$ cat src/rtl/mac_filter_pkg.sv
// Shared types and constants for the destination-MAC filter.
// MAC_FILTER_BROADCAST_EN also accepts frames sent to BCAST_MAC.
package mac_filter_pkg;

  typedef enum logic [1:0] {HDR, REPLAY, PASS, DROP} state_t;

  localparam int MAC_LEN = 6;
  localparam logic [47:0] BCAST_MAC = 48'hFFFF_FFFF_FFFF;

  typedef logic [2:0] byte_idx_t;

  localparam byte_idx_t LAST_IDX = byte_idx_t'(MAC_LEN - 1);

  // Byte 0 of a MAC address is its most significant octet on the wire.
  function automatic logic [7:0] mac_byte(input logic [47:0] mac, input byte_idx_t idx);
    logic [47:0] shifted;
    shifted = mac << (8 * idx);
    return shifted[47:40];
  endfunction

endpackage

$ cat src/rtl/mac_hdr_buffer.sv
// Six-byte destination-MAC store with a running per-byte compare.
// MAC_FILTER_BROADCAST_EN adds FF:FF:FF:FF:FF:FF as a second accepted address.
module mac_hdr_buffer
  import mac_filter_pkg::*;
#(
  parameter logic [47:0] MAC_ADDR = 48'hDEADBEEF1234
) (
  input  logic      clk,
  input  logic      rst,
  input  logic      clear,
  input  logic      wr_en,
  input  logic [7:0] wr_data,
  input  byte_idx_t rd_idx,
  output logic [7:0] rd_data,
  output logic      done,
  output logic      match
);

  logic [7:0] hdr_buf [MAC_LEN];
  byte_idx_t  count;
  logic       addr_ok;
  logic       addr_hit;
  logic       frame_hit;

  assign addr_hit = addr_ok && (wr_data == mac_byte(MAC_ADDR, count));
  assign done     = wr_en && (count == LAST_IDX);
  assign match    = frame_hit;
  assign rd_data  = hdr_buf[rd_idx];

`ifdef MAC_FILTER_BROADCAST_EN
  logic bc_ok;
  logic bc_hit;

  assign bc_hit    = bc_ok && (wr_data == mac_byte(BCAST_MAC, count));
  assign frame_hit = addr_hit || bc_hit;

  always_ff @(posedge clk) begin
    if (rst || clear || done) begin
      bc_ok <= 1'b1;
    end else if (wr_en) begin
      bc_ok <= bc_hit;
    end
  end
`else
  assign frame_hit = addr_hit;
`endif

  // Completing or abandoning a header rewinds the store for the next frame.
  always_ff @(posedge clk) begin
    if (rst || clear || done) begin
      count   <= '0;
      addr_ok <= 1'b1;
    end else if (wr_en) begin
      count   <= count + 3'd1;
      addr_ok <= addr_hit;
    end
  end

  always_ff @(posedge clk) begin
    if (wr_en) begin
      hdr_buf[count] <= wr_data;
    end
  end

endmodule

$ cat src/rtl/mac_filter.sv
// Destination-MAC filter on a byte-per-beat AXI-Stream path: forwards matching frames, drops others.
// MAC_FILTER_BROADCAST_EN (see mac_hdr_buffer) also forwards broadcast frames.
module mac_filter
  import mac_filter_pkg::*;
#(
  parameter int          DATA_W   = 32,
  parameter logic [47:0] MAC_ADDR = 48'hDEADBEEF1234
) (
  input  logic              clk,
  input  logic              rst,
  input  logic              in_tvalid,
  output logic              in_tready,
  input  logic [DATA_W-1:0] in_tdata,
  input  logic              in_tlast,
  output logic              out_tvalid,
  input  logic              out_tready,
  output logic [DATA_W-1:0] out_tdata,
  output logic              out_tlast
);

  state_t    state;
  state_t    state_next;
  byte_idx_t rep_idx;
  logic      rep_last;
  logic      hdr_wr;
  logic      hdr_clear;
  logic      hdr_done;
  logic      hdr_match;
  logic [7:0] rd_data;
  logic      unused_upper;

  assign unused_upper = ^in_tdata[DATA_W-1:8];

  mac_hdr_buffer #(
    .MAC_ADDR(MAC_ADDR)
  ) u_hdr (
    .clk     (clk),
    .rst     (rst),
    .clear   (hdr_clear),
    .wr_en   (hdr_wr),
    .wr_data (in_tdata[7:0]),
    .rd_idx  (rep_idx),
    .rd_data (rd_data),
    .done    (hdr_done),
    .match   (hdr_match)
  );

  // rep_last remembers a frame that ended on its 6th byte, so replay closes it.
  always_ff @(posedge clk) begin
    if (rst) begin
      state    <= HDR;
      rep_idx  <= '0;
      rep_last <= 1'b0;
    end else begin
      state <= state_next;
      if (hdr_done) begin
        rep_idx  <= '0;
        rep_last <= in_tlast;
      end else if (state == REPLAY && out_tready) begin
        rep_idx <= rep_idx + 3'd1;
      end
    end
  end

  always_comb begin
    state_next = state;
    in_tready  = 1'b0;
    out_tvalid = 1'b0;
    out_tdata  = '0;
    out_tlast  = 1'b0;
    hdr_wr     = 1'b0;
    hdr_clear  = 1'b0;
    if (!rst) begin
      case (state)
        HDR: begin
          in_tready = 1'b1;
          if (in_tvalid) begin
            hdr_wr = 1'b1;
            if (hdr_done) begin
              if (hdr_match) begin
                state_next = REPLAY;
              end else if (!in_tlast) begin
                state_next = DROP;
              end
            end else if (in_tlast) begin
              hdr_clear = 1'b1;
            end
          end
        end
        REPLAY: begin
          out_tvalid = 1'b1;
          out_tdata  = {{(DATA_W-8){1'b0}}, rd_data};
          out_tlast  = rep_last && (rep_idx == LAST_IDX);
          if (out_tready && rep_idx == LAST_IDX) begin
            state_next = rep_last ? HDR : PASS;
          end
        end
        PASS: begin
          out_tvalid = in_tvalid;
          in_tready  = out_tready;
          out_tdata  = {{(DATA_W-8){1'b0}}, in_tdata[7:0]};
          out_tlast  = in_tlast;
          if (in_tvalid && out_tready && in_tlast) begin
            state_next = HDR;
          end
        end
        DROP: begin
          in_tready = 1'b1;
          if (in_tvalid && in_tlast) begin
            state_next = HDR;
          end
        end
        default: state_next = HDR;
      endcase
    end
  end

endmodule

$ cat config.mk
export PLATFORM = sky130hd
export DESIGN_NAME = mac_filter
export DESIGN_NICKNAME = d
export VERILOG_FILES = /design/src/rtl/mac_filter_pkg.sv /design/src/rtl/mac_hdr_buffer.sv /design/src/rtl/mac_filter.sv
export SDC_FILE = /design/constraint.sdc
export NUM_CORES = 1
export LEC_CHECK = 0
export BUFFER_PORTS_ARGS = -buffer_cell sky130_fd_sc_hd__buf_2
export CORE_MARGIN = 2
export CORE_UTILIZATION = 40
export CTS_CLUSTER_SIZE = 16
export DETAILED_ROUTE_END_ITERATION = 12
export PLACE_DENSITY = 0.62
export REMOVE_ABC_BUFFERS = 1
export SLEW_MARGIN = 5
export SYNTH_ARGS = -nofsm -noshare
export SYNTH_HDL_FRONTEND = slang
export SYNTH_SLANG_ARGS = --single-unit
$ cat constraint.sdc
create_clock -name clk -period 3.09 [get_ports clk]
set_input_delay 0.4635 -clock clk [delete_from_list [all_inputs] [get_ports clk]]
set_output_delay 0.4635 -clock clk [all_outputs]
set_load 0.005 [all_outputs]
Yosys cells after proc, flatten, opt, wreduce, memory -nomap -nowiden
Memories as Yosys holds them, arrays and structs flattened. A register that Yosys moved wholly into a read port is not among the register bits.
Cells that the tools add are included.

storage, ports and cells
  bits of input ports = 37
  word-level logic and storage cells = 64
  register bits after elaboration = 10
  bits in writable memories = 48
  memories kept = 1
  output and inout port bits = 35

operators by class
  shift-type cells = 1
  $add $sub $neg = 2
  reductions and logical operators = 14
  equal/unequal tests = 12
  muxes and demuxes = 29

memories
  name           words  width  rd ports  clocked after memory_dff  write ports  line                  RTL
  u_hdr.hdr_buf  6      8      1         1                         1            mac_hdr_buffer.sv:19  logic [7:0] hdr_buf [MAC_LEN];

operator list
  kind                                                 number
  left shift 48 x 6 -> 48 bit, first input constant    1
  2-to-1 mux 2 bit                                     8
  one-hot mux 8 bit (2 select lines)                   1
  2-to-1 mux 1 bit                                     13
  equality test 8 bit                                  1
  logical AND 1 bit                                    8
  2-to-1 mux 8 bit                                     1
  one-hot mux 2 bit (4 select lines)                   1
  adder 3 x 1 -> 3 bit, second input constant          2
  equality test 3 bit, second input constant           2
  2-to-1 mux 3 bit                                     2
  != test 2 bit, second input constant                 3
  one-hot mux 1 bit (2 select lines)                   3
  AND reduction 6 bit                                  1
  equality test 2 bit, second input constant           2
  != test 2 x 1 -> 1 bit, second input constant        2
  OR reduction 2 bit                                   2
  != test 3 bit, second input constant                 1
  equality test 2 x 1 -> 1 bit, second input constant  1
  logical NOT 2 bit                                    1
  logical OR 1 bit                                     2

Depth between registers and ports, before layout
Gate-level depths: netlist (run 1).

  word-level depth = 10
  gate-level depth with buffers = 8
  gate-level depth less buffers = 7

Cells and area by module
A second synthesis (run 1) with hierarchy kept.

unflattened totals
  cell total of the unflattened synthesis = 241
  area, all modules = 3,010.4 µm²

modules (own cells, without submodules)
  module          times used  seq. area each (µm²)  area an instance (µm²)  cells an instance
  mac_hdr_buffer  1           1,521.5               2,259.7                 143
  mac_filter      1           120.1                 750.7                   98

Worst setup path after synthesis (run 1)
Ideal clock, no wire load.

  kind = reg2reg
  from = register state[1]
  to = memory u_hdr.hdr_buf[0][0], enable pin
  path buffers = 0
  arrival time = 1.812 ns
  setup time = 0.395 ns
  stages on the path, launching flop included = 6
  setup slack = 0.884 ns
  path through = dfxtp_1 -> inv_1 -> ha_1 -> nand2_1 -> or2_2 -> nor4_1

between the ends
  word-level cells in the longest chain between the ends = 5

ends and longest elaborated chain
  element                                 line                  RTL
  start, declared                         mac_filter.sv:21      state_t state;
  start signal, assigned                  mac_filter.sv:55      state <= state_next;
  logical NOT 2 bit                       mac_filter.sv:74      case (state)
  2-to-1 mux 1 bit                        mac_filter.sv:74
  2-to-1 mux 1 bit                        mac_filter.sv:73      if (!rst) begin
  2-to-1 mux 1 bit                        mac_hdr_buffer.sv:60  if (wr_en) begin
  2-to-1 mux 1 bit (implied by the code)  mac_hdr_buffer.sv:61  hdr_buf[count] <= wr_data;
  end, declared                           mac_hdr_buffer.sv:19

Every way passes these cells.

Final worst setup path (run 1)
  from = register state[0]
  to = register state[0]

between the ends
  word-level cells in the longest chain between the ends = 6
  elaborated cells on any way between the ends = 15
  classes of those cells = eq/ne: 9; mux: 3; reduce/logical: 3

ends and longest elaborated chain
  element                                  line                  RTL
  logical NOT 2 bit                        mac_filter.sv:74
  2-to-1 mux 1 bit                         mac_filter.sv:74
  2-to-1 mux 1 bit                         mac_filter.sv:73
  logical AND 1 bit                        mac_hdr_buffer.sv:26  assign done = wr_en && (count == LAST_IDX);
  != test 2 x 1 -> 1 bit (no source line)  -
  AND reduction 6 bit (no source line)     -

Parallel ways exist; a longest one is shown, timed or not.
A chain may end at the register's enable or synchronous reset.

==> results of run 1 <==
==> power by group through the flow <==
stage          logic (W)  clock network (W)  registers, W
6_report        0.000573           0.000726      0.000979
2_1_floorplan   0.000376                  0       0.00100
3_3_place_gp    0.000565                  0      0.000994
5_1_grt         0.000639           0.000783      0.000986
4_1_cts         0.000572           0.000749      0.000979
3_5_place_dp    0.000569                  0      0.000997
==> metal layers <==
metal | vias up | GRT usage
met3 | 8 | 0.0271
met4 | 0 | 0.0709
met5 | - | 0
met1 | 960 | 0.201
met2 | 52 | 0.237
li1 | 955 | -
==> state kept, by name (all words and copies together), names as in the netlist, named ones only <==
name and flops:
u_hdr.count 3, u_hdr.addr_ok 1, rep_last 1, rep_idx 3, state 2, u_hdr.hdr_buf 48
==> synthesized netlist by cell type, drive strengths merged, types with 6 or more instances <==
library cell | n | area share
ha | 9 | 0.037
dfxtp | 13 | 0.085
a21oi | 16 | 0.026
inv | 6 | 0.0073
mux2i | 10 | 0.033
mux4 | 8 | 0.059
nor2 | 11 | 0.013
edfxtp | 48 | 0.47
nand2 | 31 | 0.038
buf | 31 | 0.070
clkbuf | 7 | 0.0085
o211ai | 8 | 0.020
nand2b | 7 | 0.014
==> kinds of logic after synthesis <==
family          after synthesis
buf+inv                      44
fa+ha+maj                     9
mux                          18
compound gates               43
other cells                   1
xor+xnor                      5
flops                        61
simple gates                 75
==> final timing paths <==
check / start / cells past startpoint / endpoint / slack (ns)
worst max-delay path: state[0] / 7 / state[0] / 0.54
worst min-delay path: in_tlast / 3 / rep_last / 0.42
worst max register to register: state[0] / 7 / state[0] / 0.54
worst min register to register: u_hdr.addr_ok / 2 / u_hdr.addr_ok / 0.48
==> per-stage QoR <==
| stage | instance area [um^2] | worst slack [ns] |
|---|---|---|
| after global placement | 3210 | 0.603 |
| after global routing | 3420 | 0.375 |
| after CTS | 3420 | 0.549 |
| after detailed placement | 3210 | 0.564 |
| after floorplan | 2920 | 0.884 |
| final | 3420 | 0.541 |
==> cell usage in the layout (no fill, tap or decap), types with 3 or more instances in the layout <==
cell type  Yosys  routed
buf_2          5      23
buf_4         25       6
nor2_1        11      11
mux2i_1       10      10
mux4_2         8       8
inv_1          6       6
and3_1         3       3
a21oi_1       16      16
nand2b_1       7       7
nand2_1       31      31
nand3_1        4       4
edfxtp_1      48      48
xor2_1         4       4
conb_1         1      24
dfxtp_1       13      13
o21ai_0        3       3
ha_1           9       9
o211ai_1       8       8
clkbuf_8       0       9
==> layout make-up <==
class                   instances  share of cell area
repair buffers                 29              0.0469
multi-input cells             174               0.352
clock inverters                 5              0.0223
flip-flops and latches         61               0.498
inverters                       6             0.00659
well taps                      99              0.0363
clock buffers                  10              0.0374
==> critical path: stages, from the launching register on <==
cell,delay [ns]
dfxtp_1,0.36
inv_1,0.10
ha_1,0.43
a2bb2oi_1,0.23
a221oi_1,0.57
o21ai_1,0.18
a32o_1,0.26
a311o_1,0.31
==> results.md, run 1 <==
- Outcome: finished, final reports clean
- Max-cap violations: 0
- Area of the multi-input gates: roughly 1200 um^2
- HPWL Detailed: 4020 um
- FF+latch count, synth: 61
- Unrepaired setup endpoints after global routing: false
- Hold WC Path Type: input port to register
- Register area share after synthesis: 0.553
- Gr usage total: 0.150
- Slew at the pin closest to its max-slew limit: ~0.7 ns
- Clock Power Share: 0.319
- Vias per cell: between 5 and 6
- Synth Instances: around 260
- Post-synthesis mux area share: 0.0911
- Switching Fraction: 0.291
- Final ANT Viol Nets: 0
- N_diodes: 0
- Cell area after synthesis: 3080 um^2
- Clk_lat worst skew: around 0.33 ns
- Global placer's final weighted congestion: approximately 0.8
- Total CTS buffers: 9
- Port bufs: 23
- Fin Clk Skew: 0.00586 ns
- Rows: 31
- Slew HR: 0.535
- Initial core utilization: 0.418
- Post-synth ARST share: 0
- Total I/O pin count: around 70
- First-pass GRT wire length: 9530 um
- Final core area utilization: 0.463
- DR WL met3: 178 um
- CP endpoint kind: register
- CTS tree: yes
- Fmax: ~390 MHz
- Routed WL per cell: 15.6 um
- Compound-Gate Fraction of Synth Area: 0.0927
- Power share of the combinational group: 0.252
- Top routing layer in use: met4
- Worst EP arrival: around 2.8 ns
- Grt ovf: 0
- Fillcell total: approximately 690
- Full die area: 8410 um^2
- Netlist cell types: 47
- Total number of vias: around 2000
- Largest family of logic cells by synthesized area: simple AND/OR/NAND/NOR gates
- Drt first pass iters: 4
- DRC errors left: 0
- Xor and xnor area share after synthesis: 0.0142
- VDD IR max: about 220 uV
- Period Utilization, post-route: 0.825
- Worst setup SP type: register
- Switching power: between 0.0006 and 0.0007 W
- H-tree depth: 3
- Vias in the first global route: around 1800
- Crit path kind: register to register
- Routed WL: around 6000 um
- Critical path peak fanout: 13
- PwrDens: 667 nW/um^2
- Final setup violation count: 0
- Post-Syn Area per Cell: between 10 and 15 um^2
- Post-synthesis adder-cell area fraction: 0.0366
- TNS Setup: 0 ns
- Number of antenna violations at the first check in global routing: 0
- Top FF cell, synth: edfxtp_1
- Dpl cells: 369
- Largest net degree at the start of global routing: 17
- Yosys warning total: 0
- Sequential power share: 0.430
- Initial drt markers: about 140
- Metal-1 WL: between 2000 and 3000 um
- Area grow syn2layout: 11.0%
- Final Slew Violations: 0
- Cell Int Power: ~0.0016 W
- Die Span X: ~92 um
- Total Power: approximately 0.0023 W
- Met2 routed WL: approximately 2800 um
- Post_cts resized: 0
- Setup repair bufs after CTS: 0
- CTS Buffer Depth: 2
- Clk slew on worst S/H paths: 0.06 ns
- Core region area: between 7000 and 8000 um^2
- Hold slack: 0.424 ns
- Clock sinks: just over 60
- Final cell count without fillers: around 380
- Storage cell area: roughly 1700 um^2
- Simple-Gate Fraction of Synth Area: 0.125
- Root buffer cell: clkbuf_8
- Final min period: 2.55 ns
- CP required: 3.30 ns
- Layout Nets: 327
- EDFF count, synth: 48
- Final Hold Viols: 0
- CTS Hold Bufs: 0
- Leakage Power: ~1.2 nW
- Die height: 91.7 um
- Share of cells above drive strength 1: 0.196
Note: power is estimated with default switching activity, not from simulation.
==> run 2: changes to the inputs <==
Settings changed: PLACE_DENSITY 0.62 to 0.65.
Clock period 3.09 ns to 2.1 ns, I/O delays scaled along.
==> run 2 against run 1 <==
Cell count rose by 6.0%. Wire length rose by 2.9%. Sequential cell count did not move. Setup slack got worse by 0.49 ns. Core utilization rose by 2.6 points. Die area did not move. Via count rose by 4.6%. Critical path type is now register to output pin. Critical endpoint is now out_tdata[4].
==> results.md, run 2 (synthesized netlist as in run 1, its figures left out) <==
- Rows: 31 (unchanged)
- Vias in the first global route: 2003 (+11%)
- CTS Buffer Depth: 2 (unchanged)
- Die Span X: 91.7 um (unchanged)
- Slew HR: 0.603 (+0.0681)
- Reg with most FFs: u_hdr.hdr_buf
- H-tree depth: 3 (unchanged)
- Worst path slowest cell: mux4_2
- Worst reg2reg path depth: 7 (unchanged)
- Hold WC Path Type: input port to register
- Worst Hold Path Cells: 3 (unchanged)
- DP Worst Slack: 0.00215 ns (-0.562 ns)
- Total Power: 0.00332 W (+46%)
- Critical path peak fanout: 12 (-1)
- Largest net degree at the start of global routing: 17 (unchanged)
- CP endpoint kind: output pin
- Worst stage delay on the critical path: 0.49 ns (-0.08 ns)
- Slew at the pin closest to its max-slew limit: 0.595 ns (-0.103 ns)
- N_diodes: 0 (unchanged)
- First-pass GRT wire length: 9850 um (+3.4%)
- Gr usage total: 0.156 (+0.00576)
- CP required: 1.78 ns (-1.52 ns)
- Total I/O pin count: 72 (unchanged)
- HPWL Detailed: 4260 um (+6.0%)
- VDD IR max: 292 uV (+31%)
- Total number of vias: 2065 (+4.6%)
- Grt ovf: 0 (unchanged)
- Final setup violation count: 0 (unchanged)
- Max-cap violations: 0 (unchanged)
- Worst setup SP type: register
- Clock sinks: 61 (unchanged)
- Worst path cell trace: buf_12, mux4_2, o211ai_1, a21oi_1, buf_2
- Clk_lat worst skew: 0.34 ns (about the same)
- Commonest cells after routing, fill and taps aside: edfxtp_1 (48), nand2_1 (31), buf_4 (27)
- Fmax: around 500 MHz
- Final Slew Violations: 0 (unchanged)
- Crit path kind: register to output pin
- R2R setup slack: 0.11 ns (-0.43 ns)
- Outcome: finished, final reports clean
- Worst EP arrival: 1.73 ns (-1.03 ns)
- Full die area: 8410 um^2 (unchanged)
- Top delay family on crit path: multiplexers
- CTS tree: yes
- Fin Clk Skew: 0.00582 ns (-0.0000377 ns)
- DRC errors left: 0 (unchanged)
- Vias per cell: 5.07 (-1.4%)
- Drt first pass iters: 4 (unchanged)
- Port bufs: 23 (unchanged)
- CTS Hold Bufs: 0 (unchanged)
- Core region area: 7370 um^2 (unchanged)
- Area grow syn2layout: 17.1%
- Routed WL: 6160 um (+2.9%)
- Final min period: 2.05 ns
- Share of cells above drive strength 1: 0.286 (+0.0892)
- Number of antenna violations at the first check in global routing: 0 (unchanged)
- Routed WL per cell: 15.1 um (-2.9%)
- Total CTS buffers: 9 (unchanged)
- CP Buf/Inv Count: 2 (+1)
- Clk slew on worst S/H paths: 0.07 ns (about the same)
- Layout Nets: 349 (+6.7%)
- Initial drt markers: 136 (+0.74%)
- Period Utilization, post-route: 0.975
- Setup WS post-layout: 0.0519 ns (-0.489 ns)
- Root buffer cell: clkbuf_8
- Final Hold Viols: 0 (unchanged)
- Max reg flops: 48 (unchanged)
- Leakage Power: 1.29 nW (+7.5%)
- Stages on worst setup path: 5 (-2)
- Biggest regs: u_hdr.hdr_buf: 48 flops, rep_idx: 3 flops, u_hdr.count: 3 flops
- PwrDens: 922 nW/um^2 (+38%)
- Initial core utilization: 0.418 (unchanged)
- Global placer's final weighted congestion: 0.803 (+0.99%)
- Final ANT Viol Nets: 0 (unchanged)
- Die height: 91.7 um (unchanged)
- Unrepaired setup endpoints after global routing: true
- Commonest non-fill, non-tap cell in the layout: edfxtp_1
run 2: power by group:
part	leakage (nW)	switching [W]	internal [W]
logic	0.674	0.000542	0.000476
registers	0.540	0.0000508	0.00138
clock network	0.0740	0.000459	0.000416
total	1.29	0.00105	0.00227
run 2: what timing repair did:
item | in CTS | in global routing
setup buffers | 5 | 0
gates resized for setup | 3 | 9
pin swaps | 0 | 1
endpoints found under the hold margin | 0 | 0
setup endpoints to repair | 15 | 41
run 2: metal layers:
metal | vias to the layer above | share of wire | global-route usage
li1 | 993 | - | -
met1 | 1003 | 0.42 | 0.189
met2 | 65 | 0.50 | 0.255
met3 | 4 | 0.066 | 0.0468
met4 | 0 | 0.0084 | 0.0709
met5 | - | 0 | 0
run 2: stage by stage:
| step | instance area [um^2] | hold slack, ns | TNS (ns) | instances | util |
|---|---|---|---|---|---|
| final | 3600 | 0.265 | 0 | 407 | 0.489 |
| after global routing | 3600 | 0.280 | -0.384 | 407 | 0.489 |
| after CTS | 3560 | 0.243 | 0 | 407 | 0.483 |
| after detailed placement | 3350 | 0.479 | 0 | 386 | 0.454 |
| after global placement | 3350 | 0.476 | 0 | 386 | 0.454 |
| after floorplan | 2920 | 0.384 | -1.73 | 241 | - |
run 2: cell type report:
class / instances / area, um^2
Fill cell: 683 / 3760
Sequential cell: 61 / 1700
Multi-Input combinational cell: 174 / 1250
Timing Repair Buffer: 51 / 338
Clock buffer: 9 / 124
Tap cell: 99 / 124
Clock inverter: 7 / 42.5
Inverter: 6 / 22.5
run 2: path summary, 6_finish.rpt:
check / startpoint / end
min: in_tlast / rep_last
max: register / out_tdata[4]
max reg2reg: state[0] / u_hdr.hdr_buf[2][1]
min reg2reg: u_hdr.addr_ok / u_hdr.addr_ok
run 2: worst min-delay path, delay by kind of cell:
kind,cells,cell delay [ns]
buffers and inverters,1,0.13
AND/OR/NAND/NOR,1,0.06
AO/OA/AOI/OAI,1,0.05
==> run 3: changes to the inputs <==
Settings changed: REMOVE_ABC_BUFFERS 1 to not set.
==> run 3 against run 2 <==
Non-clock buffer count is 4 lower. Die area unchanged. Combinational power about the same. Clock power rose by 6.9%. Clock skew up 0.0024 ns. Sequential power hardly changed. Largest cell class unchanged. Largest power group unchanged.
==> results.md, run 3 (synthesized netlist as in run 1, its figures left out) <==
- HPWL Detailed: 4130 um (-3.1%)
- CTS Hold Bufs: 0 (unchanged)
- CP endpoint kind: output pin
- Initial core utilization: 0.418 (unchanged)
- Total number of vias: 2019 (-2.2%)
- Period Utilization, post-route: 0.981 (+0.00613)
- Worst setup SP type: register
- Routed WL per cell: 15.0 um (-1.0%)
- Max-cap violations: 0 (unchanged)
- Slew HR: 0.604 (+0.00142)
- Hold WC Path Type: input port to register
- Final min period: 2.06 ns (+0.0129 ns)
- Reg with most FFs: u_hdr.hdr_buf
- First-pass GRT wire length: 9810 um (-0.43%)
- Metal-1 WL: 2750 um (+5.2%)
- Slew at the pin closest to its max-slew limit: 0.593 ns (-0.00213 ns)
- Die height: 91.7 um (unchanged)
- Top routing layer in use: met4
- Max reg flops: 48 (unchanged)
- Met2 routed WL: 2970 um (-3.9%)
- Clk slew on worst S/H paths: 0.07 ns (about the same)
- Commonest non-fill, non-tap cell in the layout: edfxtp_1
- Vias in the first global route: 1930 (-3.6%)
- Clock sinks: 61 (unchanged)
- Fmax: 485 MHz (-0.62%)
- TNS Setup: 0 ns (unchanged)
- Commonest cells after routing, fill and taps aside: edfxtp_1 (48), nand2_1 (31), conb_1 (24)
- Full die area: 8410 um^2 (unchanged)
- Leakage Power: 1.29 nW (+0.56%)
- Hold Path End: u_hdr.hdr_buf[2][7]
- Routed WL: 6030 um (-2.0%)
- Fillcell total: 675 (-1.2%)
- Worst reg2reg path depth: 7 (unchanged)
- Initial drt markers: 105 (-23%)
- Final Slew Violations: 0 (unchanged)
- Total CTS buffers: 9 (unchanged)
- Clk_lat worst skew: 0.33 ns (about the same)
- Layout Nets: 345 (-1.1%)
- Global placer's final weighted congestion: 0.809 (+0.73%)
- Biggest regs: u_hdr.hdr_buf: 48 flops, rep_idx: 3 flops, u_hdr.count: 3 flops
- DP Worst Slack: 0.122 ns (+0.120 ns)
- VDD IR max: 364 uV (+25%)
- Fin Clk Skew: 0.00819 ns (+0.00237 ns)
- Worst Hold Path Cells: 1 (-2)
- Drt first pass iters: 4 (unchanged)
- Area grow syn2layout: 15.9%
- Post-DP Area: 3330 um^2 (-0.52%)
- DR WL met3: 218 um (-46%)
- Number of antenna violations at the first check in global routing: 0 (unchanged)
- Core region area: 7370 um^2 (unchanged)
- H-tree depth: 3 (unchanged)
- CP required: 1.78 ns (about the same)
- Largest net degree at the start of global routing: 17 (unchanged)
- Crit path kind: register to output pin
- R2R setup slack: 0.12 ns (about the same)
- Share of cells above drive strength 1: 0.266 (-0.0193)
- Worst hold path startpoint: in_tdata[7]
- CTS Buffer Depth: 2 (unchanged)
- Port bufs: 23 (unchanged)
- Final ANT Viol Nets: 0 (unchanged)
- Final Hold Viols: 0 (unchanged)
- Root buffer cell: clkbuf_8
- Worst EP arrival: 1.75 ns (+0.02 ns)
- Outcome: finished, final reports clean
- DRC errors left: 0 (unchanged)
- Critical path peak fanout: 12 (unchanged)
- Total Power: 0.00336 W (+1.2%)
- Design area: 3570 um^2 (-1.0%)
- RR Startpoint: state[1]
- Gr usage total: 0.155 (-0.000647)
- Grt ovf: 0 (unchanged)
- CTS tree: yes
- PwrDens: 942 nW/um^2 (+2.2%)
- Final setup violation count: 0 (unchanged)
- Total I/O pin count: 72 (unchanged)
- Vias per cell: 5.01 (-1.3%)
- Setup WS post-layout: 0.0390 ns (-0.0129 ns)
- Unrepaired setup endpoints after global routing: true
- Rows: 31 (unchanged)
- Die Span X: 91.7 um (unchanged)
- Critical R2R Capture: u_hdr.hdr_buf[2][3]
- N_diodes: 0 (unchanged)
- Final core area utilization: 0.484 (-0.00492)
## run 3: cell types whose count changed in the layout (fill, tap and decap cells not counted), moves of 2 or more
| cell | delta |
|---|---|
| buf_4 | -5 |
| ha_2 | -3 |
| clkinvlp_4 | -2 |
| clkinv_2 | +3 |
| ha_1 | +4 |
| clkbuf_1 | +2 |
| clkinv_1 | -3 |
## run 3: layout make-up
| cell class | count | area, um^2 | share of cell area |
|---|---|---|---|
| Tap cell | 99 | 124 | 0.0347 |
| Inverter | 6 | 22.5 | 0.00631 |
| Timing Repair Buffer | 47 | 312 | 0.0873 |
| Multi-Input combinational cell | 174 | 1230 | 0.344 |
| Sequential cell | 61 | 1700 | 0.478 |
| Clock buffer | 12 | 156 | 0.0438 |
| Clock inverter | 4 | 22.5 | 0.00631 |
## run 3: power by group
group | total [W] | switching [W] | internal, W
logic | 0.000998 | 0.000538 | 0.000460
registers | 0.00143 | 0.0000495 | 0.00138
clock network | 0.000935 | 0.000441 | 0.000494
## run 3: per-layer routing
layer  global-route usage  vias up
met4               0.0721        0
met2                0.251       52
li1                     -      982
met3               0.0320       10
met5                    0        -
met1                0.200      975
## run 3: repair_timing
item / 4_1_cts / 5_1_grt
buffers inserted: 2 / 3
pin swaps: 0 / 1
gates resized for setup: 2 / 5
endpoints found under the setup margin: 10 / 7
## run 3: through the flow
step                      std cells  hold WS (ns)
final                           403         0.242
after global routing            403         0.245
after CTS                       400         0.227
after detailed placement        382         0.465
after global placement          382         0.457
after floorplan                 279         0.414
## run 3: critical path: stages (launching register included)
cell and delay [ns]:
dfxtp_2 0.34, buf_12 0.15, mux4_2 0.51, o211ai_1 0.19, a21oi_1 0.09, buf_2 0.13
## run 3: worst max-delay path by stage
stage	slack, ns	to	startpoint	cells past startpoint
3_3_place_gp	0.15	state[0]	in_tdata[3]	6
6_report	0.04	out_tdata[4]	register	5
4_1_cts	-0.004	out_tdata[2]	register	5
2_1_floorplan	-0.11	u_hdr.hdr_buf[0][0]	state[1]	5
3_5_place_dp	0.12	u_hdr.hdr_buf[2][4]	state[1]	7
5_1_grt	-0.04	out_tdata[3]	register	5
